==> src/rtl/fma16_op_queue.sv <==
// Operand FIFO, combinational half-precision fused multiply-add, and registered result stage.
// Define FMA16_STICKY_FLAGS_EN to add the sticky_clr/sticky_flags accumulator.

module fma16 (
  input  logic [15:0] x,
  input  logic [15:0] y,
  input  logic [15:0] z,
  input  logic [5:0]  ctrl,
  output logic [15:0] result,
  output logic [3:0]  flags
);
  logic [1:0]  rm;
  logic        mul, add, negp, negz;
  logic [15:0] ye, ze;
  logic        ps, zs, sgn;
  logic [21:0] pm;
  logic [81:0] prod, zv, mag, lowmask;
  logic [6:0]  lead, lsb;
  logic [11:0] keep, rnd;
  logic [15:0] enc;
  logic        tiny, rbit, sticky, inexact, inc, ovf;
  logic        nan_in, invalid, pinf, zinf;

  function automatic logic is_inf(input logic [15:0] v);
    return v[14:0] == 15'h7c00;
  endfunction
  function automatic logic is_nan(input logic [15:0] v);
    return (v[14:10] == 5'h1f) && (v[9:0] != 10'd0);
  endfunction
  function automatic logic is_snan(input logic [15:0] v);
    return is_nan(v) && !v[9];
  endfunction
  function automatic logic is_zero(input logic [15:0] v);
    return v[14:0] == 15'd0;
  endfunction
  function automatic logic [10:0] mant(input logic [15:0] v);
    return {(v[14:10] != 5'd0), v[9:0]};
  endfunction
  function automatic logic [4:0] expo(input logic [15:0] v);
    return (v[14:10] == 5'd0) ? 5'd1 : v[14:10];
  endfunction

  // Disabled multiply means y = 1.0; disabled add means z = 0 carrying the product's sign.
  assign {rm, mul, add, negp, negz} = ctrl;
  assign ye = mul ? y : 16'h3c00;
  assign ze = add ? z : 16'h0000;
  assign ps = x[15] ^ ye[15] ^ negp;
  assign zs = add ? (z[15] ^ negz) : ps;

  // Exact sum held as an integer scaled by 2^48, so the smallest product (2^-48) is bit 0.
  always_comb begin
    pm   = 22'(mant(x)) * 22'(mant(ye));
    prod = {60'd0, pm} << (6'(expo(x)) + 6'(expo(ye)) - 6'd2);
    zv   = {71'd0, mant(ze)} << (6'(expo(ze)) + 6'd23);
    if (ps == zs) begin
      mag = prod + zv;
      sgn = ps;
    end else if (prod >= zv) begin
      mag = prod - zv;
      sgn = ps;
    end else begin
      mag = zv - prod;
      sgn = zs;
    end
    if (mag == '0) sgn = (ps == zs) ? ps : (rm == 2'b10);
    lead = '0;
    for (int i = 0; i < 82; i++) if (mag[i]) lead = 7'(i);
    tiny    = lead < 7'd34;
    lsb     = tiny ? 7'd24 : lead - 7'd10;
    keep    = 12'(mag >> lsb);
    rbit    = mag[lsb - 7'd1];
    lowmask = (82'd1 << (lsb - 7'd1)) - 82'd1;
    sticky  = |(mag & lowmask);
    case (rm)
      2'b00:   inc = 1'b0;
      2'b01:   inc = rbit & (sticky | keep[0]);
      2'b10:   inc = (rbit | sticky) & sgn;
      default: inc = (rbit | sticky) & ~sgn;
    endcase
    rnd = keep + 12'(inc);
    // Biased exponent minus one, shifted up, plus the rounded significand lets a carry bump the exponent.
    enc = tiny ? 16'(rnd) : (((16'(lead) - 16'd34) << 10) + 16'(rnd));
    ovf     = enc >= 16'h7c00;
    inexact = rbit | sticky | ovf;
    result  = {sgn, enc[14:0]};
    flags   = {1'b0, ovf, tiny & inexact, inexact};
    if (ovf)
      result = {sgn, ((rm == 2'b00) || (rm == 2'b10 && !sgn) || (rm == 2'b11 && sgn)) ? 15'h7bff : 15'h7c00};

    nan_in  = is_nan(x) | is_nan(ye) | is_nan(ze);
    pinf    = is_inf(x) | is_inf(ye);
    zinf    = is_inf(ze);
    invalid = is_snan(x) | is_snan(ye) | is_snan(ze)
            | (is_inf(x) & is_zero(ye)) | (is_zero(x) & is_inf(ye))
            | (pinf & zinf & (ps != zs));
    if (nan_in | invalid) begin
      result = 16'h7e00;
      flags  = {invalid, 3'b000};
    end else if (pinf | zinf) begin
      result = {pinf ? ps : zs, 15'h7c00};
      flags  = 4'b0000;
    end
  end
endmodule

module fma16_op_queue #(
  parameter int DEPTH = 4
) (
  input  logic        clk,
  input  logic        reset,
  input  logic        in_valid,
  output logic        in_ready,
  input  logic [15:0] in_x,
  input  logic [15:0] in_y,
  input  logic [15:0] in_z,
  input  logic [5:0]  in_ctrl,
  output logic        out_valid,
  input  logic        out_ready,
  output logic [15:0] out_result,
  output logic [3:0]  out_flags
`ifdef FMA16_STICKY_FLAGS_EN
  ,
  input  logic        sticky_clr,
  output logic [3:0]  sticky_flags
`endif
);
  localparam int AW = $clog2(DEPTH);
  localparam int CW = AW + 1;

  logic [53:0]   mem [DEPTH];
  logic [AW-1:0] wr_ptr, rd_ptr;
  logic [CW-1:0] count;
  logic          full, empty, push, issue;
  logic [53:0]   head;
  logic [15:0]   fma_result;
  logic [3:0]    fma_flags;

  assign full     = count == CW'(DEPTH);
  assign empty    = count == '0;
  assign in_ready = !full;
  assign push     = in_valid && !full;
  assign issue    = !empty && (!out_valid || out_ready);
  assign head     = mem[rd_ptr];

  fma16 u_fma16 (
    .x      (head[53:38]),
    .y      (head[37:22]),
    .z      (head[21:6]),
    .ctrl   (head[5:0]),
    .result (fma_result),
    .flags  (fma_flags)
  );

  // Storage needs no reset: pointers and count define which entries are live.
  always_ff @(posedge clk) begin
    if (push) mem[wr_ptr] <= {in_x, in_y, in_z, in_ctrl};
  end

  always_ff @(posedge clk or posedge reset) begin
    if (reset) begin
      wr_ptr     <= '0;
      rd_ptr     <= '0;
      count      <= '0;
      out_valid  <= 1'b0;
      out_result <= 16'h0000;
      out_flags  <= 4'b0000;
    end else begin
      if (push)  wr_ptr <= wr_ptr + 1'b1;
      if (issue) rd_ptr <= rd_ptr + 1'b1;
      if (push && !issue)      count <= count + 1'b1;
      else if (!push && issue) count <= count - 1'b1;
      if (issue) begin
        out_valid  <= 1'b1;
        out_result <= fma_result;
        out_flags  <= fma_flags;
      end else if (out_ready) begin
        out_valid <= 1'b0;
      end
    end
  end

`ifdef FMA16_STICKY_FLAGS_EN
  always_ff @(posedge clk or posedge reset) begin
    if (reset)                        sticky_flags <= 4'b0000;
    else if (sticky_clr)              sticky_flags <= 4'b0000;
    else if (out_valid && out_ready)  sticky_flags <= sticky_flags | out_flags;
  end
`endif
endmodule
==> config.mk <==
export PLATFORM = sky130hd
export DESIGN_NAME = fma16_op_queue
export DESIGN_NICKNAME = d
export VERILOG_FILES = /design/src/rtl/fma16_op_queue.sv
export SDC_FILE = /design/constraint.sdc
export NUM_CORES = 2
export LEC_CHECK = 0
export CORE_MARGIN = 2
export CORE_UTILIZATION = 30
export CTS_CLUSTER_SIZE = 40
export DETAILED_ROUTE_END_ITERATION = 12
export PLACE_DENSITY = 0.53
export SETUP_SLACK_MARGIN = 0.1
export SLEW_MARGIN = 25
export SYNTH_ARGS = -nofsm -noshare
export SYNTH_HDL_FRONTEND = slang
export SYNTH_HIERARCHICAL = 1
export SYNTH_SLANG_ARGS = --single-unit
==> constraint.sdc <==
create_clock -name clk -period 43.2 [get_ports clk]
set_input_delay 4.32 -clock clk [delete_from_list [all_inputs] [get_ports clk]]
set_output_delay 4.32 -clock clk [all_outputs]
set_load 0.05 [all_outputs]
* After elaboration in Yosys (flattened, before gate mapping)
Memories as Yosys holds them, arrays and structs flattened. Cells that the tools add are included.
Operators by class: add/subtract/negate cells 16, multiply operators 1, $lt $le $gt $ge 4, equal/unequal tests 12, shifts and indexed selects 4, muxes and demuxes 111, bitwise operators 26, reduce and logical (&&, ||, !) cells 41
Operators by type and width (number):
- two-way mux 6 bit | 32
- two-way mux 82 bit | 2
- subtractor 82 bit | 2
- two-way mux 7 bit | 19
- two-way mux 5 bit | 19
- adder 82 bit | 1
- AND 82 bit | 1
- greater-or-equal comparator 82 bit | 1
- zero test 82 bit | 1
- OR reduction 82 bit | 1
- << shifter 1 x 7 -> 82 bit (first input constant) | 1
- << shifter 11 x 6 -> 82 bit | 1
- << shifter 22 x 6 -> 82 bit | 1
- >> shifter 82 x 7 -> 12 bit | 1
- subtractor 82 x 1 -> 82 bit (second input constant) | 1
- two-way mux 16 bit | 4
- equality test 15 bit (second input constant) | 3
- two-way mux 4 bit | 9
- zero test 15 bit | 2
- two-way mux 15 bit | 2
- nonzero test 10 bit | 3
- multiplier 11 x 11 -> 22 bit | 1
- two-way mux 3 bit | 7
- adder 16 x 12 -> 16 bit | 1
- other kinds (36) | 99
Storage, ports and cells: register bits 28, memory bits (writable) 216, input port bits 58, output and inout bits 22, word-level logic and storage cells 222, memories 1
Memories:
- mem | words 4, bits a word 54, rd ports 1, clocked after memory_dff 0, wr ports 1, RTL line 130 | logic [53:0] mem [DEPTH];

* Longest topological paths before layout
An unclocked memory read counts as a cell.
depth after elaboration 109, depth in mapped cells 112, mapped depth without buffers 93

* Cells and area by module
The synthesis kept the hierarchy.
By module, submodules not included:
- fma16 | instances 1, cells each 5720, area each 35916.9 µm², seq. area each 0.0 µm²
- fma16_op_queue | instances 1, cells each 365, area each 9058.7 µm², seq. area each 7186.9 µm²

* Least setup slack after synthesis
Ideal clock, no wire load.
kind register to register, start reg rd_ptr[0], end reg out_result[10], library setup time 125 ps, data arrival time 21575 ps, data required time 43075 ps, slack 21500 ps, cell stages (with the launch flop) 101, path buffers 19, period minus slack after synthesis 21700 ps, cells stage by stage dfrtp_1 -> buf_2 -> buf_2 -> mux4_2 -> nor4_1 -> nand2_1 -> clkbuf_1 -> and2_1 -> fa_1 -> inv_1 -> fa_1 -> fa_1 -> inv_1 -> fa_1 -> fa_1 -> ha_1 -> clkbuf_1 -> a21oi_1 -> [... 65 more ...] -> ha_1 -> inv_1 -> or3_1 -> clkbuf_1 -> nor3_1 -> xnor2_1 -> ha_1 -> fa_1 -> nor2b_1 -> a21oi_1 -> a21oi_1 -> xnor2_1 -> or4_1 -> a21oi_1 -> clkinv_1 -> and3_1 -> a211o_1 -> mux2_4
Between the ends: word-level cells in the longest chain between the ends 108, elaborated cells on any way between the ends 186, those cells by class add/sub: 12; mul: 1; order compare: 3; eq/ne: 11; shift: 4; mux: 102; bitwise: 24; reduce/logical: 28; memory: 1
RTL lines:
- start: declaration | RTL line 131 | logic [AW-1:0] wr_ptr, rd_ptr;
- start signal: assignment | RTL line 169 | if (issue) rd_ptr <= rd_ptr + 1'b1;
- memory (4 x 54 bit) (*)
- net head[33] | RTL line 134 | logic [53:0] head;
- two-way mux 16 bit (*) | RTL line 45 | assign ye = mul ? y : 16'h3c00;
- parallel branches: the longest is 105 deep, another holds subtractor 82 bit
- two-way mux 16 bit (*) | RTL line 96 | if (nan_in | invalid) begin
- net fma_result[10] | RTL line 135 | logic [15:0] fma_result;
- end signal: assignment | RTL line 174 | out_result <= fma_result;
- end: declaration | RTL line 119 | output logic [15:0] out_result,
Mark *: on every way through the listed nets, which the timed path passes. The select of a mux whose other input is x is not followed. A chain may end at the register's enable or synchronous reset.

* Worst setup path after layout
start reg rd_ptr[0], end reg out_result[10]
Between the ends: elaborated cells on any way between the ends 186, those cells by class add/sub: 12; mul: 1; order compare: 3; eq/ne: 11; shift: 4; mux: 102; bitwise: 24; reduce/logical: 28; memory: 1
RTL lines:
- memory (4 x 54 bit) (*)
- net head[24] | RTL line 134
- two-way mux 16 bit (*) | RTL line 45
- multiplier 11 x 11 -> 22 bit | RTL line 52 | pm = 22'(mant(x)) * 22'(mant(ye));
- << shifter 22 x 6 -> 82 bit | RTL line 53 | prod = {60'd0, pm} << (6'(expo(x)) + 6'(expo(ye)) - 6'd2);
- subtractor 82 bit, or another cell as far along | RTL line 62 | mag = zv - prod;
- two-way mux 82 bit | RTL line 58 | end else if (prod >= zv) begin
- two-way mux 82 bit | RTL line 55 | if (ps == zs) begin
- [... 91 more ...]
- adder 12 x 1 -> 12 bit | RTL line 80 | rnd = keep + 12'(inc);
- adder 16 x 12 -> 16 bit | RTL line 82 | enc = tiny ? 16'(rnd) : (((16'(lead) - 16'd34) << 10) + 16'(rnd));
- two-way mux 16 bit | RTL line 82
- greater-or-equal comparator 16 x 15 -> 1 bit | RTL line 83 | ovf = enc >= 16'h7c00;
- two-way mux 15 bit | RTL line 87 | if (ovf)
- two-way mux 16 bit | RTL line 99 | end else if (pinf | zinf) begin
- two-way mux 16 bit (*) | RTL line 96
- net fma_result[10] | RTL line 135
The timed path passes the listed nets; every way through them passes the cells marked *. The select of a mux whose other input is x is not followed.

==> metrics.txt <==
top_reg_cell synth=sky130_fd_sc_hd__edfxtp_1; Layout Cell Area excl Fill=between 40000 and 50000 um^2; number of maximum-capacitance violations=0; Via density=around 6.5; number of enable-type register cells in the synthesized netlist=around 220; number of core rows=142; post-synthesis register bit count=around 240; ratio of final minimum period to clock period=just under 70%; Async S/R FF share, synth=between 10% and 20%; CTS HTree Levels=1; cell area after synthesis=between 40000 and 50000 um^2; Pre-Repair DR Iteration Count=8; count of buffers added by post-CTS timing repair for setup=0; count of synthesis-stage warnings from yosys=6; area of placed instances=48440 um^2; DRT iter0 DRCs=6823; starting density of the core=30.10%; maximum number of pins on one net before global-route repair=between 90 and 100; Setup crit start kind=flip-flop; final worst clock skew=about 0.045 ns; Critical Path End Type=flip-flop; delay of the slowest cell on the worst path=0.90 ns; final routed DRC violation total=0; gr usage total=around a third; worst path arrival time=~30 ns; total negative slack=0 ns; number of buffers created by CTS=26; Port Buffers=slightly below 80; clock latency on the worst-skew pair=0.59 ns; CTS root buf=sky130_fd_sc_hd__clkbuf_16; final slew viol count=0; Highest Clock Rate=between 30 and 40 MHz; cells resized by post-CTS repair=0; min cycle time layout=around 30 ns; floorplan die area=between 150000 and 200000 um^2; classification of the worst-slack hold path=flip-flop to flip-flop; detailed-route via count=approximately 52000; GRT Residual Overflow=0; residual antenna-violating net count after detailed routing=0; Finish-stage setup viols=0; Top Ports=80; total wire length=277300 um; count of nets after finishing=6476; Die Width=approximately 400 um; path type of the worst setup path=flip-flop to flip-flop; Post-CTS Hold Fix Bufs=0; Worst EP required=between 40 and 50 ns; wire length of the first global-routing pass=between 300000 and 400000 um; distinct cell type count of the synthesized netlist=roughly 130; transition at the pin with the smallest max-transition slack=about 1.3 ns; total number of clock tree sinks=244; Area growth, synth to finish=9.662%; number of endpoints with negative hold slack in the final report=0; Post-Synthesis Mean Instance Area=~7.4 um^2; maximum count of clock buffers along a single path=3; biggest fanout along the worst timing path=52; final core utilization=between 30 and 40%; Post-Place Worst Slack=14.61 ns; TritonCTS clock tree=done; initial antenna violation count=11; Chip Height=roughly 400 um; clock-pin slew of the registers on the worst-case setup and hold paths=roughly 0.06 ns; min setup slack post-route=approximately 14 ns; normalized max-slew margin=a little over an eighth; post-DP HPWL=224800 um; highest-delay cell along the critical path=sky130_fd_sc_hd__nor4_1; placer's final routability congestion estimate=~1.1; library cell appearing most often on the critical path=sky130_fd_sc_hd__nand2_1; share of layout cells above drive strength 1=under 10%; number of global-route vias before repair=49589; Syn Inst Count=between 6000 and 7000; Core ar.=roughly 150000 um^2; result of the run=complete, no violations; RSZ-0062 raised after global routing=false; WL/cell=34.38 um; sequential cell area fraction in the yosys report=about 16%
## cells in the mapped netlist, types with 24 or more instances
master                      instances  share of area [%]
sky130_fd_sc_hd__and3_1           127                1.8
sky130_fd_sc_hd__or2_2             32               0.45
sky130_fd_sc_hd__ha_1             304                8.5
sky130_fd_sc_hd__o21a_1            58               0.97
sky130_fd_sc_hd__o211ai_1         113                1.9
sky130_fd_sc_hd__fa_1              86                3.8
sky130_fd_sc_hd__nand2_1          623                5.2
sky130_fd_sc_hd__a31oi_1           75                1.0
sky130_fd_sc_hd__xnor2_1          101                2.0
sky130_fd_sc_hd__a221oi_1          26               0.51
sky130_fd_sc_hd__nand3_1          200                2.2
sky130_fd_sc_hd__xor2_1            34               0.66
sky130_fd_sc_hd__o21ai_0          367                4.1
sky130_fd_sc_hd__nand4_1           80                1.1
sky130_fd_sc_hd__buf_2             63               0.70
sky130_fd_sc_hd__buf_1             30               0.25
sky130_fd_sc_hd__clkbuf_1         262                2.2
sky130_fd_sc_hd__mux2i_1           99                2.2
sky130_fd_sc_hd__o31ai_1           68                1.1
sky130_fd_sc_hd__inv_1            384                3.2
sky130_fd_sc_hd__nor3_1           198                2.2
sky130_fd_sc_hd__nor2b_1           44               0.61
sky130_fd_sc_hd__a21oi_1          569                6.3
sky130_fd_sc_hd__o32ai_1           24               0.47
sky130_fd_sc_hd__o21ai_1           26               0.29
sky130_fd_sc_hd__and2_1            75                1.0
sky130_fd_sc_hd__o2111ai_1         31               0.60
sky130_fd_sc_hd__a2111oi_0         25               0.49
sky130_fd_sc_hd__nor4_1            68               0.95
sky130_fd_sc_hd__nand2b_1          65               0.90
sky130_fd_sc_hd__a211oi_1          99                1.7
sky130_fd_sc_hd__a211o_1           26               0.51
sky130_fd_sc_hd__or3_1             47               0.65
sky130_fd_sc_hd__a21boi_0          37               0.62
sky130_fd_sc_hd__or4_1             29               0.48
sky130_fd_sc_hd__nor2_1           532                4.4
sky130_fd_sc_hd__a22oi_1           32               0.53
sky130_fd_sc_hd__o21bai_1          93                1.6
sky130_fd_sc_hd__mux4_2            62                3.1
sky130_fd_sc_hd__o22ai_1           52               0.72
sky130_fd_sc_hd__a21o_1           112                1.9
sky130_fd_sc_hd__dfrtp_1           28                1.6
sky130_fd_sc_hd__edfxtp_1         216                 14
sky130_fd_sc_hd__mux2_2            25               0.63
## per-stage QoR
step	instances	hold slack, ns
CTS	8063	0.5163
finish	8068	0.5119
global placement	8015	0.4909
global route	8064	0.5216
floorplan	6129	0.4833
detailed placement	8015	0.4964
## placed cells by master (no fill, tap or decap), drive strengths merged, types with 48 or more instances in the layout
cell             n
nand2          624
a21oi          574
nor2           532
o21ai          396
inv            390
ha             304
edfxtp         216
nand3          200
nor3           199
buf            171
and3           127
o211ai         114
a21o           113
a211oi         104
xnor2          101
mux2i          100
o21bai          93
fa              86
nand4           80
clkdlybuf4s50   79
and2            79
a31oi           77
nor4            71
o31ai           69
nand2b          66
mux4            62
o21a            59
o22ai           52
or3             48
## layer usage
layer / vias to the layer above / wire length [um] / track usage (%)
met1: 25500 / 107000 / 42.92
li1: 22604 / - / -
met2: 3208 / 119200 / 53.74
met3: 852 / 25250 / 6.994
met4: 10 / 25900 / 26.64
met5: - / 69 / 0
## critical path, delay by kind of cell, from the launching register on
| family | cells | cell delay [ns] |
|---|---|---|
| AO/OA/AOI/OAI | 17 | 4.62 |
| AND/OR/NAND/NOR | 36 | 12.35 |
| flip-flops | 1 | 0.75 |
| XOR/XNOR | 4 | 1.72 |
| buffers and inverters | 13 | 3.19 |
| multiplexers | 3 | 1.18 |
| adder cells (fa/ha/maj) | 13 | 5.50 |
## state kept, by name, summed over array words and instances (netlist names)
register / count
mem: 216
out_result: 16
rd_ptr: 2
wr_ptr: 2
out_flags: 4
out_valid: 1
count: 3
## cell type report
| type | instances | area (um^2) |
|---|---|---|
| fill | 16269 | 100100 |
| tap | 2016 | 2522 |
| multi-input combinational | 5111 | 35230 |
| clock inverter | 16 | 115.1 |
| sequential | 244 | 7192 |
| antenna | 4 | 10.01 |
| inverter | 395 | 1484 |
| clock buffer | 32 | 694.4 |
| timing repair buffer | 250 | 2072 |
## cells by family (layout without fill, tap and decap cells)
group	Yosys count	count (layout)	synth area share [%]
compound gates	2131	2131	31.78
xor+xnor	135	135	2.629
fa+ha+maj	390	390	12.29
buf+inv	774	693	6.999
flops	244	244	15.98
mux	207	207	6.624
other cells	2	50	0.01670
simple gates	2202	2202	23.69
## path summary, 6_finish.rpt
path,startpoint,endpoint,slack [ns],cells after the start
max,rd_ptr[0]$_DFFE_PP0P_,out_result[10]$_DFFE_PP0P_,13.52,86
min,out_result[3]$_DFFE_PP0P_,out_result[3]$_DFFE_PP0P_,0.51,1
max reg2reg,rd_ptr[0]$_DFFE_PP0P_,out_result[10]$_DFFE_PP0P_,13.52,86
min reg2reg,out_result[3]$_DFFE_PP0P_,out_result[3]$_DFFE_PP0P_,0.51,1
max in group asynchronous,reset,rd_ptr[0]$_DFFE_PP0P_,38.73,3
min in group asynchronous,reset,out_result[15]$_DFFE_PP0P_,4.12,3
Power is not shown: default switching activity piles up to over one toggle a cycle in this logic, so the estimate is an artifact.
